<file path="config.mk">
export PLATFORM = sky130hd
export DESIGN_NAME = mil_rxd
export DESIGN_NICKNAME = d
export VERILOG_FILES = /design/src/rtl/mil_pkg.sv /design/src/rtl/mil_line_sync.sv /design/src/rtl/mil_rxd.sv
export SDC_FILE = /design/constraint.sdc
export NUM_CORES = 1
export LEC_CHECK = 0
export CAP_MARGIN = 20
export CORE_MARGIN = 2
export CORE_UTILIZATION = 55
export DETAILED_ROUTE_END_ITERATION = 16
export PLACE_DENSITY_LB_ADDON = 0.12
export SLEW_MARGIN = 20
export SYNTH_ARGS = -nofsm -noshare
export SYNTH_HDL_FRONTEND = slang
export SYNTH_SLANG_ARGS = --single-unit
</file>
<file path="constraint.sdc">
create_clock -name clk -period 3.4 [get_ports clk]
set_input_delay 0.85 -clock clk [delete_from_list [all_inputs] [get_ports clk]]
set_output_delay 0.85 -clock clk [all_outputs]
set_load 0.005 [all_outputs]
</file>
<file path="src/rtl/mil_pkg.sv">
// rtl/mil_pkg.sv - shared constants and types for the Manchester-II word receiver
package mil_pkg;

    localparam int Fclk   = 50_000_000;
    localparam int RXvel  = 1_000_000;
    localparam int TB     = Fclk / RXvel;
    localparam int HALF   = TB / 2;

    localparam int TIME_W = 10;
    localparam int RUN_W  = 7;

    // Sample points counted from T0, the mid-sync polarity change
    localparam logic [TIME_W-1:0] SYNC2_AT  = TIME_W'(HALF + HALF / 2);
    localparam logic [TIME_W-1:0] FIRST_AT  = TIME_W'(3 * HALF + HALF / 2);
    localparam logic [TIME_W-1:0] SECOND_AT = FIRST_AT + TIME_W'(HALF);
    localparam logic [TIME_W-1:0] LAST_AT   = SECOND_AT + TIME_W'(16 * TB);
    localparam logic [TIME_W-1:0] BIT_STEP  = TIME_W'(TB);

    // Accepted length of the run preceding the sync edge
    localparam logic [RUN_W-1:0] RUN_MIN = RUN_W'(60);
    localparam logic [RUN_W-1:0] RUN_MAX = RUN_W'(110);
    localparam logic [RUN_W-1:0] RUN_SAT = RUN_W'(127);

    typedef enum logic [1:0] {
        ZERO,
        POS,
        NEG
    } line_t;

    typedef enum logic [1:0] {
        IDLE,
        SYNC2,
        DATA,
        DONE
    } state_t;

endpackage

</file>
<file path="src/rtl/mil_line_sync.sv">
// rtl/mil_line_sync.sv - line input synchronizer, line-state decode and run-length counter
module mil_line_sync
    import mil_pkg::*;
(
    input  logic             clk,
    input  logic             rst,
    input  logic             rxp,
    input  logic             rxn,
    output line_t            line,
    output line_t            line_prev,
    output logic             changed,
    output logic [RUN_W-1:0] run_prev
);

    logic [1:0]       p_ff;
    logic [1:0]       n_ff;
    line_t            line_q;
    logic [RUN_W-1:0] run_q;

    // Two-stage synchronizers for the asynchronous line pair
    always_ff @(posedge clk or posedge rst) begin
        if (rst) begin
            p_ff <= 2'b00;
            n_ff <= 2'b00;
        end else begin
            p_ff <= {p_ff[0], rxp};
            n_ff <= {n_ff[0], rxn};
        end
    end

    // Decode the synchronized pair into a line state
    always_comb begin
        line = ZERO;
        case ({p_ff[1], n_ff[1]})
            2'b10:   line = POS;
            2'b01:   line = NEG;
            default: line = ZERO;
        endcase
    end

    // Previous line state and length of the run it has held so far
    always_ff @(posedge clk or posedge rst) begin
        if (rst) begin
            line_q <= ZERO;
            run_q  <= '0;
        end else begin
            line_q <= line;
            if (line != line_q)
                run_q <= RUN_W'(1);
            else if (run_q != RUN_SAT)
                run_q <= run_q + RUN_W'(1);
        end
    end

    assign line_prev = line_q;
    assign changed   = (line != line_q);
    assign run_prev  = run_q;

endmodule

</file>
<file path="src/rtl/mil_rxd.sv">
// rtl/mil_rxd.sv - Manchester-II word receiver: sync detection, bit sampling, parity and word output
module mil_rxd
    import mil_pkg::*;
(
    input  logic        clk,
    input  logic        rst,
    input  logic        RXP,
    input  logic        RXN,
    output logic [15:0] dat,
    output logic        CW_DW,
    output logic        ok,
    output logic        err_par,
    output logic        err_man,
    output logic        busy
);

    line_t             line;
    line_t             line_prev;
    logic              changed;
    logic [RUN_W-1:0]  run_prev;

    state_t            state_q;
    state_t            state_d;
    logic [TIME_W-1:0] tcnt;
    logic [TIME_W-1:0] first_at;
    line_t             h1;
    line_t             sync_pol;
    logic              cw_next;
    logic              par_q;
    logic              man_q;
    logic              parbad_q;
    logic [15:0]       sh;

    logic              sync_det;
    logic              start;
    logic              s1;
    logic              s2;
    logic              final_s;
    logic              bit_now;
    logic              man_now;

    mil_line_sync u_line (
        .clk       (clk),
        .rst       (rst),
        .rxp       (RXP),
        .rxn       (RXN),
        .line      (line),
        .line_prev (line_prev),
        .changed   (changed),
        .run_prev  (run_prev)
    );

    // A POS<->NEG flip after a sync-length run marks T0
    assign sync_det = changed
                    && (((line_prev == POS) && (line == NEG)) || ((line_prev == NEG) && (line == POS)))
                    && (run_prev >= RUN_MIN) && (run_prev <= RUN_MAX);

    assign bit_now = (h1 == POS);
    assign man_now = !(((h1 == POS) && (line == NEG)) || ((h1 == NEG) && (line == POS)));

    // FSM state register
    always_ff @(posedge clk or posedge rst) begin
        if (rst)
            state_q <= IDLE;
        else
            state_q <= state_d;
    end

    // Next state, sampling strobes and end-of-word pulses
    always_comb begin
        state_d = state_q;
        start   = 1'b0;
        s1      = 1'b0;
        s2      = 1'b0;
        final_s = 1'b0;
        ok      = 1'b0;
        err_par = 1'b0;
        err_man = 1'b0;
        busy    = (state_q != IDLE);
        case (state_q)
            IDLE: begin
                if (sync_det) begin
                    start   = 1'b1;
                    state_d = SYNC2;
                end
            end
            SYNC2: begin
                if (tcnt == SYNC2_AT) begin
                    if (line == sync_pol) begin
                        state_d = DATA;
                    end else begin
                        err_man = 1'b1;
                        state_d = IDLE;
                    end
                end
            end
            DATA: begin
                s1 = (tcnt == first_at);
                s2 = (tcnt == first_at + (SECOND_AT - FIRST_AT));
                if (s2 && (tcnt == LAST_AT)) begin
                    final_s = 1'b1;
                    state_d = DONE;
                end
            end
            DONE: begin
                ok      = !man_q && !parbad_q;
                err_par = !man_q && parbad_q;
                err_man = man_q;
                state_d = IDLE;
            end
            default: state_d = IDLE;
        endcase
    end

    // Bit timer, half-bit capture, shift register, parity and output word
    always_ff @(posedge clk or posedge rst) begin
        if (rst) begin
            tcnt     <= '0;
            first_at <= '0;
            h1       <= ZERO;
            sync_pol <= ZERO;
            cw_next  <= 1'b0;
            par_q    <= 1'b1;
            man_q    <= 1'b0;
            parbad_q <= 1'b0;
            sh       <= '0;
            dat      <= '0;
            CW_DW    <= 1'b0;
        end else begin
            tcnt <= start ? TIME_W'(1) : tcnt + TIME_W'(1);
            if (start) begin
                first_at <= FIRST_AT;
                sync_pol <= line;
                cw_next  <= (line_prev == POS);
                par_q    <= 1'b1;
                man_q    <= 1'b0;
                parbad_q <= 1'b0;
            end
            if (s1)
                h1 <= line;
            if (s2) begin
                first_at <= first_at + BIT_STEP;
                man_q    <= man_q | man_now;
                if (!final_s) begin
                    sh    <= {sh[14:0], bit_now};
                    par_q <= par_q ^ bit_now;
                end
            end
            if (final_s) begin
                parbad_q <= (bit_now != par_q);
                if (!(man_q || man_now) && (bit_now == par_q)) begin
                    dat   <= sh;
                    CW_DW <= cw_next;
                end
            end
        end
    end

endmodule

</file>
==> metrics.md, run 1 <==
| Metric | Value |
|---|---|
| Via count | `2,574` |
| #FFs+latches synth | `76` |
| Max-Cap Viols | `0` |
| Final Instance Area | `4345 µm²` |
| # hold bufs at CTS | `0` |
| Ports | `25` |
| Post-synth top cells | `dfrtp_1 (75), nor2_1 (27), nand2_1 (25)` |
| Met1 Wirelength | `3.275 mm` |
| Worst Setup Start Kind | `flip-flop` |
| Final hold viol count | `0` |
| Antenna Cells | `0` |
| Placed cell area | `4141 µm²` |
| Die width | `87.37 µm` |
| Crit Path Max Fanout | `5` |
| Core Area | `6756 µm²` |
| Number of enable flip-flop cells after synthesis | `0` |
| Nature of the critical path endpoint | `output port` |
| Cell variety after synth | `47` |
| Largest cells by area after synthesis | `dfrtp_1 (49%), mux2_2 (7.1%), xnor2_1 (4.4%), mux2_4 (3.9%), xor2_1 (2.7%)` |
| Clock root buffer | `clkbuf_8` |
| Share of cells above drive strength 1 | `18.30%` |
| DRT iter0 DRCs | `115` |
| # nets final | `383` |
| DRC | `0` |
| Sequential area share after synthesis | `49.79%` |
| Period minus WS final | `3.214 ns` |
| Clk slew on worst S/H paths | `0.08 ns` |
| HP Start | `u_line.p_ff[0]$_DFF_PP0_` |
| Pre-CTS worst setup slack | `0.4831 ns` |
| Final wirelength | `6.949 mm` |
| Relative slew margins | `67.92%` |
| CTS tree | `done` |
| Post-Syn Area | `3822 µm²` |
| Most frequent cell after synthesis | `dfrtp_1` |
| Post-DR vias/cell | `5.632` |
| Tot GR Track Use | `20.45%` |
| Slowest CP cell | `clkdlybuf4s50_1` |
| Total chip power | `0.001684 W` |
| CP cell instances | `or2_2 > nor4_1 > nand2_1 > o31ai_1 > clkdlybuf4s50_1` |
| Setup TNS | `0 ns` |
| Post-CTS Setup Inserts | `0` |
| Peak supply drop | `200.2 µV` |
| Area leader, netlist | `dfrtp_1` |
| Synth Warn # | `0` |
| Fmax | `311.2 MHz` |
| FFs w/ async S/R, synth | `100.0%` |
| Worst Skew | `0.01422 ns` |
| CP arrival | `2.36 ns` |
| Post-synth top area share | `49.10%` |
| Avg Inst Size Synth | `11.08 µm²` |
| CTS sink cnt | `76` |
| Max Used Layer | `met4` |
| FILL cells | `544` |
| P&R area growth vs syn | `13.68%` |
| Worst Tran Pin Value | `0.4813 ns` |
| Site Rows | `30` |
| Delay-heaviest family, CP | `simple AND/OR/NAND/NOR gates` |
| Met2 WL post-DR | `3.348 mm` |
| Hold/Removal Path Class | `flip-flop to flip-flop` |
| Die area | `7633 µm²` |
| Global-route wire length before repair | `12.22 mm` |
| Routability cong. | `0.9022` |
| Vias in the first global route | `2,572` |
| Delay of the slowest critical-path stage | `0.55 ns` |
| Final worst setup slack | `0.1862 ns` |
| Remaining Overflow, GRT | `0` |
| Clk_lat worst skew | `0.35 ns` |
| CTS H-tree lvls | `3` |
| Syn Nets | `356` |
| Cell area power density | `387.5 nW/µm²` |
| Ys flop type | `dfrtp_1` |
| Met3 WL | `240 µm` |
| Die extent in y | `87.37 µm` |
| Largest net degree at the start of global routing | `77` |
| Outcome | `finished, final reports clean` |
| Reg-to-reg critical path startpoint | `first_at[2]$_DFFE_PP0P_` |
| Post-CTS Resized | `0` |
| Post-Syn Instances | `345` |
| CP Launch Point | `tcnt[3]$_DFF_PP0_` |
| Initial Util | `56.57%` |
| CP Class | `flip-flop to output port` |
| Drt pass-1 iters | `4` |
| Crit path buffers/inverters | `1` |
| Final Cycle Share | `94.52%` |
| Port Buffers | `24` |
| DRT antenna net count | `0` |
| Initial antenna violation count | `0` |
| Final setup violation count | `0` |
| Leakage | `2.048 nW` |
| Post-DP HPWL | `4.861 mm` |
| Final Slew Violations | `0` |
| Req. time, crit path | `2.55 ns` |
| Num CTS Buffers | `9` |
| CTS max path bufs | `2` |
| WL/cell | `15.21 µm` |
| RSZ-0062 raised after global routing | `no` |
-- routing by layer --
metal	track usage, %	up-vias
li1	-	1258
met1	26.58	1272
met2	33.47	35
met3	5.592	9
met4	6.014	0
met5	0	-
-- per-stage QoR --
step / util [%] / instances / hold slack (ns)
2_1_floorplan: - / 345 / 0.3312
3_3_place_gp: 61.30 / 441 / 0.3340
3_5_place_dp: 61.30 / 441 / 0.3371
4_1_cts: 64.31 / 457 / 0.3633
5_1_grt: 64.31 / 457 / 0.3735
6_report: 64.31 / 457 / 0.3534
-- cells in the final DEF (no fill, tap or decap), types with 4 or more instances in the layout --
cell	count
buf_4	6
a21oi_1	8
xnor2_1	19
mux2_4	10
a211oi_1	9
nand3_1	14
inv_1	12
a21o_1	8
nand2_1	25
mux2i_1	4
clkbuf_8	9
o21ai_0	4
clkdlybuf4s50_1	24
ha_1	7
dfrtp_1	75
nor3_1	10
xor2_1	12
or2_2	4
mux2_2	24
nand2b_1	12
nor4_1	5
nor2_1	27
nand4_1	5
-- final cells by class --
type | instances | area (µm²) | area share, %
flip-flops and latches | 76 | 1903 | 43.80
multi-input cells | 241 | 1784 | 41.06
clock inverters | 7 | 80.08 | 1.843
repair buffers | 31 | 305.3 | 7.026
inverters | 13 | 48.80 | 1.123
clock buffers | 9 | 123.9 | 2.851
well taps | 80 | 100.1 | 2.303
-- worst reg2reg max path: stages, from the launching register on --
cell,delay (ns)
dfrtp_1,0.47
ha_1,0.28
a211oi_2,0.46
xor2_1,0.13
nor3_1,0.29
nand4_1,0.15
or4_1,0.51
buf_4,0.24
mux2_4,0.32
-- cell families (layout without fill, tap and decap cells) --
group	count (synthesis)	count (layout)	synth area share (%)
compound gates	46	46	9.493
xor+xnor	31	31	7.103
fa+ha+maj	7	7	2.291
buf+inv	28	60	3.535
flops	76	76	49.79
mux	38	38	12.05
simple gates	119	119	15.74
-- registers in the layout (all words and copies together) (netlist names), 2 cells and up, named ones only --
| register | flops |
|---|---|
| u_line.run_prev | 7 |
| h1 | 2 |
| dat | 16 |
| u_line.line_prev | 2 |
| u_line.n_ff | 2 |
| tcnt | 10 |
| sync_pol | 2 |
| sh | 16 |
| first_at | 10 |
| u_line.p_ff | 2 |
-- path summary, 6_finish.rpt --
kind                                             to  slack (ns)  cells after the start
min in group asynchronous         sh[7]$_DFFE_PP0P_        0.91                      3
max                                         err_man        0.19                      5
min reg2reg                u_line.p_ff[1]$_DFF_PP0_        0.35                      0
max reg2reg                      dat[3]$_DFFE_PP0P_        0.46                      8
min                        u_line.p_ff[1]$_DFF_PP0_        0.35                      0
max in group asynchronous           par_q$_DFF_PP1_        2.16                      3
-- power by group --
group | total [W] | switching, W | internal [W]
Combinational | 0.0000498 | 0.0000323 | 0.0000175
Sequential | 0.000919 | 0.00000793 | 0.000911
Clock | 0.000715 | 0.000364 | 0.000351
Total | 0.00168 | 0.000404 | 0.00128
(Power assumes the default switching activity.)
==> inputs of run 2 (changes only) <==
Settings changed: DONT_BUFFER_PORTS set to 1.
==> metrics.md, run 2 (synthesis results as in run 1) <==
| Metric | Value |
|---|---|
| Outcome | `finished, final reports clean` |
| Delay of the slowest critical-path stage | `0.52 ns` |
| Routability cong. | `0.8506` |
| Initial antenna violation count | `0` |
| Post-DR vias/cell | `5.777` |
| Final Cycle Share | `87.47%` |
| Port Buffers | `0` |
| CP Class | `flip-flop to flip-flop` |
| Crit path buffers/inverters | `1` |
| Worst Tran Pin Value | `0.7565 ns` |
| Largest net degree at the start of global routing | `44` |
| Share of cells above drive strength 1 | `19.09%` |
| Die extent in y | `87.37 µm` |
| Post-CTS Setup Inserts | `0` |
| CP arrival | `3.20 ns` |
| Site Rows | `30` |
| CP cell instances | `ha_1 > a211oi_2 > xor2_1 > nor3_1 > nand4_1 > or4_1 > buf_4 > mux2_4` |
| Fmax | `336.2 MHz` |
| Worst Skew | `0.01049 ns` |
| Fin cells | `431` |
| Total chip power | `0.001622 W` |
| Core Area | `6756 µm²` |
| Cell area power density | `396.3 nW/µm²` |
| DRT iter0 DRCs | `122` |
| # hold bufs at CTS | `0` |
| Nature of the critical path endpoint | `flip-flop` |
| Setup TNS | `0 ns` |
| Num CTS Buffers | `9` |
| Most frequent cells in the layout | `dfrtp_1 (75), nor2_1 (27), nand2_1 (25)` |
| Die area | `7633 µm²` |
| WL/cell | `16.65 µm` |
| Crit Path Max Fanout | `17` |
| Hold/Removal Path Class | `flip-flop to flip-flop` |
| Tot GR Track Use | `20.33%` |
| # nets final | `358` |
| Max-Cap Viols | `0` |
| Initial Util | `56.57%` |
| Delay-heaviest family, CP | `simple AND/OR/NAND/NOR gates` |
| CTS tree | `done` |
| Final Instance Area | `4093 µm²` |
| Placed Cells | `416` |
| Clk slew on worst S/H paths | `0.08 ns` |
| DRT antenna net count | `0` |
| Post-DP HPWL | `4.974 mm` |
| Period minus WS final | `2.974 ns` |
| Remaining Overflow, GRT | `0` |
| Leakage | `1.945 nW` |
| FILL cells | `563` |
| Relative slew margins | `49.49%` |
| Final Slew Violations | `0` |
| Antenna Cells | `0` |
| Slowest CP cell | `or4_1` |
| RSZ-0062 raised after global routing | `no` |
| DRC | `0` |
| Clock root buffer | `clkbuf_8` |
| P&R area growth vs syn | `7.071%` |
| CTS H-tree lvls | `3` |
| Clk_lat worst skew | `0.34 ns` |
| Die width | `87.37 µm` |
| Final wirelength | `7.174 mm` |
| Most common cell after layout, fill and taps aside | `dfrtp_1` |
| Placed cell area | `3902 µm²` |
| Final core utilization | `60.57%` |
| Worst Setup Start Kind | `flip-flop` |
| CTS max path bufs | `2` |
| Final hold viol count | `0` |
| Via count | `2,490` |
| CTS sink cnt | `76` |
| Ports | `25` |
| Global-route wire length before repair | `11.85 mm` |
| Peak supply drop | `241.1 µV` |
| Post-CTS Resized | `0` |
| Req. time, crit path | `3.62 ns` |
| Drt pass-1 iters | `4` |
| Vias in the first global route | `2,403` |
| Largest registers | `dat x16, sh x16` |
| Final setup violation count | `0` |
-- run 2: cell count changes in the layout (fill, tap and decap cells not counted) --
cell / delta
inv_8: -1
buf_4: -1
nor4_2: -1
clkinv_4: +1
clkinvlp_4: +2
clkdlybuf4s50_1: -24
inv_6: -3
nor4_4: +1
-- run 2: stage by stage --
stage | setup slack [ns] | hold WS, ns
final | 0.4259 | 0.3606
after detailed placement | 0.4480 | 0.3484
after global routing | 0.2283 | 0.3768
after global placement | 0.5415 | 0.3347
after floorplan | 0.5334 | 0.3312
after CTS | 0.4170 | 0.3657
-- run 2: worst paths after layout --
| path | slack (ns) | end | cells after the start | startpoint |
|---|---|---|---|---|
| max | 0.43 | dat[5]$_DFFE_PP0P_ | 8 | first_at[2]$_DFFE_PP0P_ |
| min | 0.36 | u_line.p_ff[1]$_DFF_PP0_ | 0 | u_line.p_ff[0]$_DFF_PP0_ |
| max reg2reg | 0.43 | dat[5]$_DFFE_PP0P_ | 8 | first_at[2]$_DFFE_PP0P_ |
| min reg2reg | 0.36 | u_line.p_ff[1]$_DFF_PP0_ | 0 | u_line.p_ff[0]$_DFF_PP0_ |
| max in group asynchronous | 2.15 | par_q$_DFF_PP1_ | 2 | rst |
| min in group asynchronous | 0.52 | first_at[3]$_DFFE_PP0P_ | 1 | rst |
-- run 2: worst reg2reg max path, cell delays in order, from the launching register on --
cell and delay (ns):
dfrtp_1 0.47, ha_1 0.28, a211oi_2 0.46, xor2_1 0.13
nor3_1 0.29, nand4_1 0.15, or4_1 0.52, buf_4 0.24
mux2_4 0.32
-- run 2: layout make-up --
type	count	area, µm²	share of cell area [%]
Sequential cell	76	1903	46.50
Multi-Input combinational cell	241	1793	43.81
Clock buffer	9	123.9	3.027
Tap cell	80	100.1	2.446
Clock inverter	6	66.31	1.620
Timing Repair Buffer	6	57.56	1.406
Inverter	13	48.80	1.192
-- run 2: power by group --
part	internal, W	switching [W]
clock network	0.000334	0.000323
logic	0.0000134	0.0000311
registers	0.000911	0.00000850
total	0.00126	0.000363
-- run 2: routing by layer --
metal,wire [µm],track usage [%]
met1,3465,28.91
met2,3303,30.37
met3,281,5.308
met4,124,6.434
met5,0,0
